## src/rtl/mmio_uart_tx_pkg.sv

```systemverilog
// Shared types and constants for the memory-mapped UART transmitter.
// Optional parity framing is enabled by defining MMIO_UART_TX_PARITY_EN.
package uart_types;

    // Transmit FSM states; PARITY exists only in the parity-enabled build.
`ifdef MMIO_UART_TX_PARITY_EN
    typedef enum logic [2:0] {
        ST_IDLE   = 3'd0,
        ST_START  = 3'd1,
        ST_DATA   = 3'd2,
        ST_PARITY = 3'd3,
        ST_STOP   = 3'd4
    } uart_tx_state_t;
`else
    typedef enum logic [2:0] {
        ST_IDLE  = 3'd0,
        ST_START = 3'd1,
        ST_DATA  = 3'd2,
        ST_STOP  = 3'd3
    } uart_tx_state_t;
`endif

    // Register offsets inside the 16-byte window.
    localparam logic [3:0] UART_TXDATA_OFF = 4'h0;
    localparam logic [3:0] UART_STATUS_OFF = 4'h4;

    // STATUS register bit positions.
    localparam int STAT_FULL_BIT   = 0;
    localparam int STAT_EMPTY_BIT  = 1;
    localparam int STAT_BUSY_BIT   = 2;
    localparam int STAT_OVF_BIT    = 3;
    localparam int STAT_COUNT_LSB  = 4;
    localparam int STAT_COUNT_MSB  = 8;
    localparam int STAT_PARITY_BIT = 9;

    // Even parity of a byte: XOR of all eight bits.
    function automatic logic even_parity(input logic [7:0] b);
        return ^b;
    endfunction

endpackage

```

## src/rtl/mmio_uart_tx_sync_fifo.sv

```systemverilog
// Reusable synchronous FIFO with registered occupancy count.
// Head entry is visible combinationally so a consumer can pop and capture
// on the same edge. DEPTH must be a power of two so pointers wrap freely.
module sync_fifo #(
    parameter int WIDTH = 8,
    parameter int DEPTH = 8
) (
    input  logic                     clk,
    input  logic                     rst_n,
    input  logic                     push,
    input  logic [WIDTH-1:0]         push_data,
    input  logic                     pop,
    output logic [WIDTH-1:0]         pop_data,
    output logic                     full,
    output logic                     empty,
    output logic [$clog2(DEPTH):0]   count
);

    localparam int AW = $clog2(DEPTH);
    localparam int CW = AW + 1;
    localparam logic [AW-1:0] PTR_ONE = AW'(1);
    localparam logic [CW-1:0] CNT_ONE = CW'(1);
    localparam logic [CW-1:0] CNT_MAX = CW'(DEPTH);

    logic [WIDTH-1:0] mem_q [DEPTH];
    logic [AW-1:0]    wr_ptr_q;
    logic [AW-1:0]    rd_ptr_q;
    logic [CW-1:0]    count_q;
    logic             do_pop;
    logic             do_push;

    // A pop on a full FIFO frees the slot the simultaneous push lands in.
    assign do_pop   = pop && (count_q != '0);
    assign do_push  = push && ((count_q != CNT_MAX) || do_pop);
    assign full     = (count_q == CNT_MAX);
    assign empty    = (count_q == '0);
    assign count    = count_q;
    assign pop_data = mem_q[rd_ptr_q];

    // Storage write; contents need no reset because pointers define validity.
    always_ff @(posedge clk) begin
        if (do_push) begin
            mem_q[wr_ptr_q] <= push_data;
        end
    end

    // Pointer and occupancy bookkeeping.
    always_ff @(posedge clk or negedge rst_n) begin
        if (!rst_n) begin
            wr_ptr_q <= '0;
            rd_ptr_q <= '0;
            count_q  <= '0;
        end else begin
            if (do_push) begin
                wr_ptr_q <= wr_ptr_q + PTR_ONE;
            end
            if (do_pop) begin
                rd_ptr_q <= rd_ptr_q + PTR_ONE;
            end
            case ({do_push, do_pop})
                2'b10:   count_q <= count_q + CNT_ONE;
                2'b01:   count_q <= count_q - CNT_ONE;
                default: count_q <= count_q;
            endcase
        end
    end

endmodule

```

## src/rtl/mmio_uart_tx.sv

```systemverilog
// Memory-mapped UART transmitter: TX FIFO fed by cpu byte writes, serialised
// as 8N1 (or 8E1 when MMIO_UART_TX_PARITY_EN is defined), with a STATUS
// register readable through the combinational rd_data/sel mux interface.
module mmio_uart_tx
    import uart_types::*;
#(
    parameter logic [31:0] BASE_ADDR    = 32'hFFFF_F000,
    parameter int          CLKS_PER_BIT = 16,
    parameter int          FIFO_DEPTH   = 8
) (
    input  logic        clk,
    input  logic        rst_n,
    input  logic [31:0] memory_address,
    input  logic [31:0] memory_write,
    input  logic [3:0]  memory_byte_enable,
    input  logic        memory_we,
    output logic        sel,
    output logic [31:0] rd_data,
    output logic        uart_tx,
    output logic        busy
);

    localparam int CNT_W  = $clog2(CLKS_PER_BIT);
    localparam int FCNT_W = $clog2(FIFO_DEPTH) + 1;
    localparam logic [CNT_W-1:0] BAUD_LAST = CNT_W'(CLKS_PER_BIT - 1);
    localparam logic [CNT_W-1:0] BAUD_ONE  = CNT_W'(1);

    logic [3:0]        offset;
    logic              txdata_wr;
    logic              status_wr;
    logic              ovf_set;
    logic              ovf_clear;
    logic              ovf_q;

    logic              fifo_pop;
    logic [7:0]        fifo_rd_data;
    logic              fifo_full;
    logic              fifo_empty;
    logic [FCNT_W-1:0] fifo_count;

    uart_tx_state_t    state_q;
    logic [CNT_W-1:0]  baud_q;
    logic [2:0]        bit_idx_q;
    logic [7:0]        shift_q;
    logic              tx_q;
    logic              baud_last;
`ifdef MMIO_UART_TX_PARITY_EN
    logic              parity_q;
`endif

    // Upper write lanes are architecturally ignored.
    logic              unused_bits;
    assign unused_bits = ^{memory_write[31:8], memory_byte_enable[3:1]};

    assign offset    = memory_address[3:0];
    assign sel       = (memory_address[31:4] == BASE_ADDR[31:4]);
    assign txdata_wr = memory_we && sel && (offset == UART_TXDATA_OFF) && memory_byte_enable[0];
    assign status_wr = memory_we && sel && (offset == UART_STATUS_OFF) && memory_byte_enable[0];
    assign ovf_clear = status_wr && memory_write[3];
    assign baud_last = (baud_q == BAUD_LAST);

    // The FSM takes the head when idle, or at the last stop cycle so frames abut.
    assign fifo_pop  = !fifo_empty && ((state_q == ST_IDLE) || ((state_q == ST_STOP) && baud_last));
    assign ovf_set   = txdata_wr && fifo_full && !fifo_pop;

    assign busy      = !fifo_empty || (state_q != ST_IDLE);
    assign uart_tx   = tx_q;

    sync_fifo #(
        .WIDTH (8),
        .DEPTH (FIFO_DEPTH)
    ) u_fifo (
        .clk       (clk),
        .rst_n     (rst_n),
        .push      (txdata_wr),
        .push_data (memory_write[7:0]),
        .pop       (fifo_pop),
        .pop_data  (fifo_rd_data),
        .full      (fifo_full),
        .empty     (fifo_empty),
        .count     (fifo_count)
    );

    // Sticky overflow flag; a dropped push beats a clear on the same edge.
    always_ff @(posedge clk or negedge rst_n) begin
        if (!rst_n) begin
            ovf_q <= 1'b0;
        end else if (ovf_set) begin
            ovf_q <= 1'b1;
        end else if (ovf_clear) begin
            ovf_q <= 1'b0;
        end
    end

    // STATUS read mux; every other offset and out-of-window access reads zero.
    always_comb begin
        rd_data = '0;
        if (sel && (offset == UART_STATUS_OFF)) begin
            rd_data[STAT_FULL_BIT]                    = fifo_full;
            rd_data[STAT_EMPTY_BIT]                   = fifo_empty;
            rd_data[STAT_BUSY_BIT]                    = busy;
            rd_data[STAT_OVF_BIT]                     = ovf_q;
            rd_data[STAT_COUNT_MSB:STAT_COUNT_LSB]    = 5'(fifo_count);
`ifdef MMIO_UART_TX_PARITY_EN
            rd_data[STAT_PARITY_BIT]                  = 1'b1;
`endif
        end
    end

    // Framing FSM with registered line output; a pop overrides the state update.
    always_ff @(posedge clk or negedge rst_n) begin
        if (!rst_n) begin
            state_q   <= ST_IDLE;
            baud_q    <= '0;
            bit_idx_q <= '0;
            shift_q   <= '0;
            tx_q      <= 1'b1;
`ifdef MMIO_UART_TX_PARITY_EN
            parity_q  <= 1'b0;
`endif
        end else begin
            case (state_q)
                ST_IDLE: begin
                    tx_q <= 1'b1;
                end
                ST_START: begin
                    if (baud_last) begin
                        baud_q    <= '0;
                        bit_idx_q <= '0;
                        state_q   <= ST_DATA;
                        tx_q      <= shift_q[0];
                    end else begin
                        baud_q <= baud_q + BAUD_ONE;
                    end
                end
                ST_DATA: begin
                    if (baud_last) begin
                        baud_q  <= '0;
                        shift_q <= {1'b0, shift_q[7:1]};
                        if (bit_idx_q == 3'd7) begin
`ifdef MMIO_UART_TX_PARITY_EN
                            state_q <= ST_PARITY;
                            tx_q    <= parity_q;
`else
                            state_q <= ST_STOP;
                            tx_q    <= 1'b1;
`endif
                        end else begin
                            bit_idx_q <= bit_idx_q + 3'd1;
                            tx_q      <= shift_q[1];
                        end
                    end else begin
                        baud_q <= baud_q + BAUD_ONE;
                    end
                end
`ifdef MMIO_UART_TX_PARITY_EN
                ST_PARITY: begin
                    if (baud_last) begin
                        baud_q  <= '0;
                        state_q <= ST_STOP;
                        tx_q    <= 1'b1;
                    end else begin
                        baud_q <= baud_q + BAUD_ONE;
                    end
                end
`endif
                ST_STOP: begin
                    if (baud_last) begin
                        baud_q  <= '0;
                        state_q <= ST_IDLE;
                        tx_q    <= 1'b1;
                    end else begin
                        baud_q <= baud_q + BAUD_ONE;
                    end
                end
                default: begin
                    state_q <= ST_IDLE;
                    tx_q    <= 1'b1;
                end
            endcase
            if (fifo_pop) begin
                state_q  <= ST_START;
                baud_q   <= '0;
                shift_q  <= fifo_rd_data;
                tx_q     <= 1'b0;
`ifdef MMIO_UART_TX_PARITY_EN
                parity_q <= even_parity(fifo_rd_data);
`endif
            end
        end
    end

endmodule

```

## config.mk

```make
export PLATFORM = sky130hd
export DESIGN_NAME = mmio_uart_tx
export DESIGN_NICKNAME = d
export VERILOG_FILES = /design/src/rtl/mmio_uart_tx_pkg.sv /design/src/rtl/mmio_uart_tx_sync_fifo.sv /design/src/rtl/mmio_uart_tx.sv
export SDC_FILE = /design/constraint.sdc
export NUM_CORES = 1
export LEC_CHECK = 0
export ABC_AREA = 1
export BUFFER_PORTS_ARGS = -buffer_cell sky130_fd_sc_hd__buf_2
export CORE_ASPECT_RATIO = 0.6
export CORE_MARGIN = 2
export CORE_UTILIZATION = 28
export DETAILED_ROUTE_END_ITERATION = 16
export SLEW_MARGIN = 40
export SYNTH_ARGS = -nofsm -noshare
export SYNTH_HDL_FRONTEND = slang
export SYNTH_SLANG_ARGS = --single-unit
export TNS_END_PERCENT = 20
```

## constraint.sdc

```tcl
create_clock -name clk -period 3.8 [get_ports clk]
set_input_delay 0.19 -clock clk [delete_from_list [all_inputs] [get_ports clk]]
set_output_delay 0.19 -clock clk [all_outputs]
set_load 0.02 [all_outputs]
```

==> results of run 1 <==
[registers in the layout, summed over array words and instances, names as in the netlist]
name,flops
u_fifo.mem_q,64
shift_q,8
baud_q,4
u_fifo.count,4
bit_idx_q,3
u_fifo.rd_ptr_q,3
u_fifo.wr_ptr_q,3
state_q,2
ovf_q,1
uart_tx,1
[stage by stage]
step	setup WS, ps	hold slack, ps	power [mW]	cells
5_1_grt	791.0	119.7	2.200	712
6_report	1055	119.6	2.120	712
4_1_cts	1038	116.4	2.140	712
3_3_place_gp	1146	265.1	1.179	695
2_1_floorplan	1412	-105.6	1.162	465
3_5_place_dp	1057	275.7	1.182	695
[final cells by class]
type	instances	share of cell area
tap	209	0.04876
sequential	93	0.4942
clock inverter	6	0.01727
inverter	31	0.02403
multi-input combinational	304	0.3152
clock buffer	10	0.04270
timing repair buffer	59	0.05786
[synth_stat cells, drive strengths merged, types with 2 or more instances]
library cell   n  share of area
a21oi         12          0.018
a32o           2         0.0043
buf           32          0.051
clkbuf         5         0.0043
clkinv         2         0.0043
dfrtp         28           0.15
edfxtp        64           0.42
ha            12          0.032
inv           29          0.024
nand2         60          0.057
nand3         16          0.025
nand4          6          0.011
nor2          89          0.076
nor3           4         0.0092
o211ai        15          0.024
o21ai         43          0.047
o221ai         2         0.0038
o31ai          7          0.011
xnor2          2         0.0038
xor2           5         0.0095
[worst max path at each step]
stage,start,endpoint,slack [ps],depth (start not counted)
2_1_floorplan,baud_q[0]$_DFFE_PN0P_,u_fifo.count[3]$_DFFE_PN0P_,1410,14
3_3_place_gp,baud_q[0]$_DFFE_PN0P_,u_fifo.count[3]$_DFFE_PN0P_,1150,14
3_5_place_dp,state_q[0]$_DFFE_PN0P_,u_fifo.count[3]$_DFFE_PN0P_,1060,13
4_1_cts,baud_q[0]$_DFFE_PN0P_,u_fifo.count[3]$_DFFE_PN0P_,1040,14
5_1_grt,baud_q[0]$_DFFE_PN0P_,u_fifo.count[3]$_DFFE_PN0P_,790,14
6_report,state_q[0]$_DFFE_PN0P_,u_fifo.count[3]$_DFFE_PN0P_,1050,13
[routing by layer]
layer,GRT usage,part of all wire,up-vias
met2,0.1694,0.44,104
met3,0.02637,0.067,10
met5,0,0,-
li1,-,-,1585
met1,0.1685,0.48,1454
met4,0.02747,0.0079,0
[worst max-delay path, cell delays in order, from the launching register on]
cell	delay [ps]
dfrtp_1	420
inv_1	100
ha_1	280
inv_1	140
nand3_1	250
nand4_1	210
ha_1	310
ha_1	340
nand2_1	80
nor2_1	40
a211oi_1	240
xor2_1	170
nand2_1	60
nand2_1	50
[power groups by stage]
stage	registers [mW]	logic [mW]	clock network, mW
3_5_place_dp	1.11	0.0707	0
4_1_cts	1.09	0.0714	0.979
2_1_floorplan	1.11	0.0509	0
5_1_grt	1.09	0.0802	1.03
6_report	1.09	0.0704	0.959
3_3_place_gp	1.11	0.0679	0
[cells by family after synthesis]
kind of cell	synth area share
AO/OA/AOI/OAI	0.1107
XOR/XNOR	0.01326
adder cells (fa/ha/maj)	0.03681
buffers and inverters	0.08335
flip-flops	0.5729
multiplexers	0.002436
other	0.0008111
AND/OR/NAND/NOR	0.1797
==> impl_metrics.yaml, run 1 <==
layout:
  design_area_mm2: 0.005363
  multi_input_area_mm2: 0.001690
  final_common_cell: "nor2_1"
  n_antenna_cell: 0
  final_cell_mix: "nor2_1 (79), edfxtp_1 (64), nand2_1 (55)"
  drive_gt1_frac: 0.2286
  final_core_util: 0.3316
  syn_to_final_growth_pct: 15.99
  nets: 582
  fillCellCount: 1588
  ff_latch_area_mm2: 0.002650
timing:
  rsz0062_at_grt: "false"
  drv_slew: 0
  fin_worst_skew_ps: 7.442
  fmax_mhz: 364.3
  finalHoldViolCount: 0
  final-setup-viol-count: 0
  worst_pin_slew_ps: 720.9
  relSlewSlack: 0.5189
  tns_ps: 0
  post-route-period-util: 0.7224
  fin_crit_ps: 2745
pwr:
  pwr-share-comb: 0.033
  switching_share: 0.2023
  seqPwrFrac: 0.514
  p_leak_nw: 2.175
  power_density_mw_per_mm2: 395.3
  intPower_mw: 1.691
  p_sw_mw: 0.4287
  irDropWorstVdd_v: 0.0002282
  p_clk_frac: 0.453
clock_tree:
  hold_buffers: 1
  clockBufferDepth: 2
  tritoncts: "done"
  htreeDepth: 3
  cts_setup_buffers: 0
  cts_buffers: 9
  cts_resized: 0
  clkTransAtPathRegs_ps: 70
  root_buffer: "clkbuf_16"
  clk_latency_ps: 340
  cts.sinks: 93
grt:
  grt_max_degree: 35
  grt_usage: 0.1141
  antenna_found_initial: 0
  grt_pass1_wl_um: 15590
  grt_overflow_total: 0
  grt_pass1_vias: 3024
floorplanning:
  die_w_um: 169.9
  io-pin-count: 106
  die_y_um: 103.5
  dieArea_mm2: 0.01759
  placementRows: 36
  coreArea_mm2: 0.01617
  start_util: 0.2859
synthesis:
  async_flop_share: 0.3118
  ys.flop_type: "edfxtp_1"
  ys_ff_latch: 93
  yosysUniqueCellTypes: 43
  ys_seq_area_frac: 0.5729
  synthCells: 442
  synth_area_mm2: 0.004623
  ys_warn_count: 0
  avgSynthCellArea_um2: 10.46
  synth_edf_count: 64
route:
  vias: 3153
  dr.pass1.iters: 4
  finalWirelength_um: 9621
  ant_nets: 0
  routed_via_density: 4.428
  drc: 0
  wire_per_inst_um: 13.51
  drt_iter0_markers: 226
placed_design:
  dpl_cell_area_mm2: 0.005026
  port_buffers: 54
  hpwl_um: 6689
  gp_congestion: 0.7602
setup_path:
  r2r.worst_path.cells: 13
  timing.rr.start: "state_q[0]$_DFFE_PN0P_"
  end_kind: "flip-flop"
  critical_path_class: "reg -> reg"
  regToRegSetupSlack_ps: 1050
  cp.arrival_ps: 3030
  reg2reg_to: "u_fifo.count[3]$_DFFE_PN0P_"
  required_ps: 4080
  critPathMaxFanout: 6
  cp-start-kind: "flip-flop"
status:
  status: "complete, no violations"
min_path:
  hold_class: "in -> reg"
  worstHoldEndpoint: "u_fifo.mem_q[0][2]$_DFFE_PP_"
  hold_path_depth: 1
  min_from: "memory_write[2]"
run:
  cap_viol_max_count: 0
(Power assumes the default switching activity.)
==> run 2, diff against run 1 <==
- ABC_AREA: 1 -> 0
- clock period: 3.8 -> 2.4 ns (I/O delays scaled with it)
==> run 2 against run 1 <==
  * The flow now finishes with violations (negative setup slack)
  * Utilization increased by 2.4 points
  * Sequential power up 71%
  * Global-route usage increased by 0.11 points
  * Synthesized cell count decreased by 33%
  * Via count down 16%
  * Worst hold slack lost 73 ps
  * Critical path type unchanged
  * Critical endpoint unchanged
==> impl_metrics.yaml, run 2 <==
timing:
  worst_pin_slew_ps: 687.2
  post-route-period-util: 1.029
  rsz0062_at_grt: "true"
  final-setup-viol-count: 1
  drv_slew: 0
  fin_crit_ps: 2470
  relSlewSlack: 0.5419
  fin_ws_ps: -70.20
  finalHoldViolCount: 0
  fmax_mhz: 404.8
  fin_hold_ws_ps: 47.02
  fin_worst_skew_ps: 10.56
synthesis:
  yosysMostFrequentCell: "edfxtp_1"
  synth_top_cell_by_area: "edfxtp_1"
  async_flop_share: 0.3118
  synth_common_cells: "edfxtp_1 (64), dfrtp_1 (28), buf_4 (24), mux2i_1 (24), mux4_2 (16)"
  ys_top_cells_by_area: "edfxtp_1 (44%), dfrtp_1 (16%), mux4_2 (8.3%), mux2i_1 (5.5%), buf_4 (4.1%)"
  yosysUniqueCellTypes: 50
  ys.flop_type: "edfxtp_1"
  synthCells: 294
  ys_warn_count: 0
  ys_seq_area_frac: 0.6073
  ys_ff_latch: 93
  synth_edf_count: 64
  synth_area_mm2: 0.004362
  synth_top_area_frac: 0.4406
  avgSynthCellArea_um2: 14.84
route:
  ant_nets: 0
  finalWirelength_um: 8849
  dr.pass1.iters: 4
  vias: 2658
  drt_iter0_markers: 156
  wire_per_inst_um: 14.87
  drc: 0
  routed_via_density: 4.467
floorplanning:
  io-pin-count: 106
  start_util: 0.2854
  coreArea_mm2: 0.01528
  die_y_um: 100.7
  dieArea_mm2: 0.01662
  die_w_um: 165.1
  placementRows: 35
pwr:
  p_leak_nw: 2.211
  irDropWorstVdd_v: 0.0003517
  power_density_mw_per_mm2: 649.7
layout:
  design_area_mm2: 0.005440
  fillCellCount: 1464
  n_antenna_cell: 0
  final_common_cell: "edfxtp_1"
  top_regs: "u_fifo.mem_q x64, shift_q x8"
  final_cell_mix: "edfxtp_1 (64), buf_2 (54), buf_4 (37)"
  nets: 471
  largest_register_ffs: 64
  drive_gt1_frac: 0.3673
  regMostFlops: "u_fifo.mem_q"
  syn_to_final_growth_pct: 24.73
placed_design:
  hpwl_um: 6472
  port_buffers: 54
  dpl_cell_area_mm2: 0.005046
  gp_congestion: 0.7347
min_path:
  hold_path_depth: 1
  min_from: "memory_write[1]"
  hold_class: "in -> reg"
clock_tree:
  clkTransAtPathRegs_ps: 70
  clockBufferDepth: 2
  cts_buffers: 9
  tritoncts: "done"
  clk_latency_ps: 350
  cts.sinks: 93
  root_buffer: "clkbuf_16"
  htreeDepth: 3
setup_path:
  timing.rr.start: "state_q[1]$_DFFE_PN0P_"
  r2r.worst_path.cells: 11
  end_kind: "flip-flop"
  regToRegSetupSlack_ps: -70
  cp.arrival_ps: 2700
  startpoint: "state_q[1]$_DFFE_PN0P_"
  cp-start-kind: "flip-flop"
  critical_path_class: "reg -> reg"
  critPathMaxFanout: 3
  required_ps: 2630
grt:
  grt_usage: 0.1152
  grt_max_degree: 30
  grt_pass1_wl_um: 14180
  grt_overflow_total: 0
  antenna_found_initial: 1
  grt_pass1_vias: 2688
status:
  violations: "negative setup slack"
  status: "finished with violations"
run:
  cap_viol_max_count: 0
==> run 2: final timing paths <==
kind	endpoint
max	u_fifo.count[3]$_DFFE_PN0P_
min	u_fifo.mem_q[6][1]$_DFFE_PP_
max reg2reg	u_fifo.count[3]$_DFFE_PN0P_
min reg2reg	ovf_q$_DFFE_PN0P_
max in group asynchronous	state_q[1]$_DFFE_PN0P_
min in group asynchronous	baud_q[3]$_DFFE_PN0P_
==> run 2: kinds of logic after synthesis <==
logic type,after synthesis,synth area share
adders and majority gates,13,0.03901
buffers and inverters,42,0.05766
muxes,43,0.1463
and+or+nand+nor,68,0.09065
DFF,93,0.6073
AOI/OAI and AO/OA,27,0.04418
other,1,0.0008598
xor gates and xnor gates,7,0.01406
==> run 2: per-layer routing <==
layer | up-vias | routed length [µm] | global-route usage
li1 | 1253 | - | -
met1 | 1325 | 4187 | 0.1532
met2 | 66 | 4094 | 0.1811
met3 | 12 | 464 | 0.03743
met4 | 2 | 92 | 0.03344
met5 | - | 10 | 0
==> run 2: where the power goes <==
group	internal [mW]	switching [mW]	total, mW
sequential	1.80	0.0558	1.86
clock	0.741	0.668	1.41
combinational	0.122	0.144	0.266
==> run 2: area by class of cell <==
class                           count  area [µm²]  area share
Inverter                            9       33.78    0.006210
Multi-Input combinational cell    182        1645      0.3024
Tap cell                          203       254.0     0.04669
Sequential cell                    93        2651      0.4873
Clock buffer                        9       225.2     0.04140
Clock inverter                      7       72.57     0.01334
Timing Repair Buffer               92       558.0      0.1026
==> run 2: timing repair <==
item,4_1_cts,5_1_grt
cloned,0,0
hold buffers,1,0
gates resized for setup,4,2
endpoints found under the setup margin,1,4
endpoints found under the hold margin,28,0
pin swaps,9,6
setup buffers,5,2
==> run 2: stage by stage <==
stage               worst slack, ps  power [mW]    util  setup TNS (ps)  cells
floorplan                    -5.302       2.050       -          -5.302    317
global route                 -219.4       3.694  0.3560          -232.6    595
detailed placement           -132.2       2.144  0.3302          -132.2    571
CTS                          -118.0       3.566  0.3548          -118.0    593
finish                       -70.20       3.535  0.3560          -70.20    595
global placement            -0.4936       2.129  0.3302         -0.4936    571
==> run 2: critical path, cell delays in order, from the launching register on <==
cell	delay (ps)
dfrtp_2	440
inv_2	90
ha_4	150
a41oi_4	50
a2111oi_4	370
nand3_2	170
ha_4	210
ha_4	200
a21o_1	160
a21oi_2	160
mux2i_1	260
xnor2_1	100
==> run 3, diff against run 2 <==
- CORE_UTILIZATION: 28 -> 46
- PLACE_DENSITY: default -> 0.73
==> run 3 against run 2 <==
  * The flow still finishes with violations (negative setup slack)
  * Clock power increased by 4%
  * Sequential cell count did not move
  * Sequential share of layout area rose by 0.65 points
  * Die area decreased by 38%
  * Non-clock buffer count unchanged
  * Global-route usage increased by 6.3 points
  * Via count fell by 1.7%
  * Final area decreased by 1.4%
  * Critical path depth is the same
  * First-iteration DRC count rose by 11%
  * Wire length shrank 6.4%
==> impl_metrics.yaml, run 3 (same netlist as run 2, synthesis figures left out) <==
timing:
  fin_crit_ps: 2411
  post-route-period-util: 1.004
  finalHoldViolCount: 0
  worst_pin_slew_ps: 675.1
  fin_hold_ws_ps: 44.36
  rsz0062_at_grt: "true"
  relSlewSlack: 0.5499
  fin_ws_ps: -10.57
  final-setup-viol-count: 1
  fmax_mhz: 414.8
  drv_slew: 0
  fin_worst_skew_ps: 6.648
grt:
  grt_max_degree: 30
  grt_use_met3: 0.05228
  grt_pass1_vias: 2616
  antenna_found_initial: 0
  grt_usage: 0.1787
  grtUsageMet1: 0.2526
  grt_pass1_wl_um: 13520
  grt-busiest-layer: "met2"
  met2_usage: 0.2754
  grt_overflow_total: 0
layout:
  n_antenna_cell: 0
  nets: 471
  final_common_cell: "edfxtp_1"
  final_cell_mix: "edfxtp_1 (64), buf_2 (54), buf_4 (37)"
  finalNonFillerCells: 522
  largest_register_ffs: 64
  final_core_util: 0.5840
  top_regs: "u_fifo.mem_q x64, shift_q x8"
  drive_gt1_frac: 0.3648
  regMostFlops: "u_fifo.mem_q"
  syn_to_final_growth_pct: 23.04
setup_path:
  end_kind: "flip-flop"
  critPathMaxFanout: 4
  cp.arrival_ps: 2680
  required_ps: 2670
  critical_path_class: "reg -> reg"
  slowest_stage: "dfrtp_1"
  cp_common_cell: "ha_4"
  crit_chain: "inv_2, ha_4, a41oi_4, a2111oi_4, nand3_2, ha_4, ha_4, a21o_1, a21oi_2, mux2i_1, xnor2_1"
  r2r.worst_path.cells: 11
  cp-start-kind: "flip-flop"
  max_stage_delay_ps: 430
placed_design:
  hpwl_um: 5864
  dp_slack_ps: -104.3
  port_buffers: 54
  dp.cells: 499
  gp_congestion: 0.7795
min_path:
  hold_path_depth: 1
  hold_class: "in -> reg"
clock_tree:
  clk_latency_ps: 340
  clockBufferDepth: 2
  htreeDepth: 3
  cts_buffers: 9
  clkTransAtPathRegs_ps: 70
  root_buffer: "clkbuf_16"
  cts.sinks: 93
  tritoncts: "done"
status:
  violations: "negative setup slack"
  status: "finished with violations"
pwr:
  p_clk_frac: 0.410
  seqPwrFrac: 0.517
  intPower_mw: 2.759
  total_power_mw: 3.590
  switching_share: 0.2315
  p_leak_nw: 2.218
  pwr-share-comb: 0.074
  p_sw_mw: 0.8308
  power_density_mw_per_mm2: 668.9
  irDropWorstVdd_v: 0.0004674
floorplanning:
  dieArea_mm2: 0.01030
  io-pin-count: 106
  placementRows: 27
  start_util: 0.4747
  die_y_um: 79.43
  coreArea_mm2: 0.009189
  die_w_um: 129.7
route:
  wire_per_inst_um: 15.87
  drt_iter0_markers: 173
  routed_via_density: 5.008
  vias: 2614
  ant_nets: 0
  finalWirelength_um: 8283
  drc: 0
  dr.pass1.iters: 4
run:
  cap_viol_max_count: 0
run 3: metrics by stage:
step,instance area (µm²),setup TNS (ps)
finish,5366,-10.57
CTS,5350,-89.55
global placement,4962,0
floorplan,4531,-5.302
detailed placement,4962,-116.0
global route,5366,-145.9
run 3: final cells by class:
type | count | area (µm²)
sequential | 93 | 2650
fill | 710 | 3822
clock inverter | 7 | 91.34
clock buffer | 9 | 225.2
inverter | 9 | 33.78
multi-input combinational | 182 | 1645
timing repair buffer | 92 | 558.0
tap | 130 | 162.7
run 3: path summary, 6_finish.rpt:
check / startpoint / to / slack [ps]
setup / recovery: state_q[0]$_DFFE_PN0P_ / u_fifo.count[3]$_DFFE_PN0P_ / -10
hold / removal: memory_write[0] / u_fifo.mem_q[1][0]$_DFFE_PP_ / 40
setup reg to reg: state_q[0]$_DFFE_PN0P_ / u_fifo.count[3]$_DFFE_PN0P_ / -10
hold reg to reg: shift_q[7]$_DFFE_PN0P_ / shift_q[7]$_DFFE_PN0P_ / 520
max in group asynchronous: rst_n / state_q[1]$_DFFE_PN0P_ / 1570
min in group asynchronous: rst_n / bit_idx_q[2]$_DFFE_PN0P_ / 350
run 3: layer usage:
metal,wire [µm],part of all wire
met1,3874,0.47
met2,3821,0.46
met3,502,0.061
met4,84,0.010
met5,0,0
run 3: power groups by stage:
stage / registers, mW / logic, mW / clock network, mW
2_1_floorplan: 1.89 / 0.158 / 0
3_3_place_gp: 1.88 / 0.242 / 0
3_5_place_dp: 1.88 / 0.252 / 0
4_1_cts: 1.86 / 0.255 / 1.50
5_1_grt: 1.87 / 0.302 / 1.58
6_report: 1.86 / 0.264 / 1.47
run 3: repair_timing:
action                                 CTS  global route
endpoints found under the hold margin   28             0
resized for setup                        4             2
pin swaps                                5             3
setup endpoints to repair                2             3
setup buffers                            4             2
hold buffers                             1             0
run 3: worst max-delay path: cells and delay by family (launching register included):
kind,cells,cell delay [ps]
compound gates,4,690
simple gates,1,170
mux,1,220
xor+xnor,1,140
flops,1,430
buf+inv,1,100
fa+ha+maj,3,580
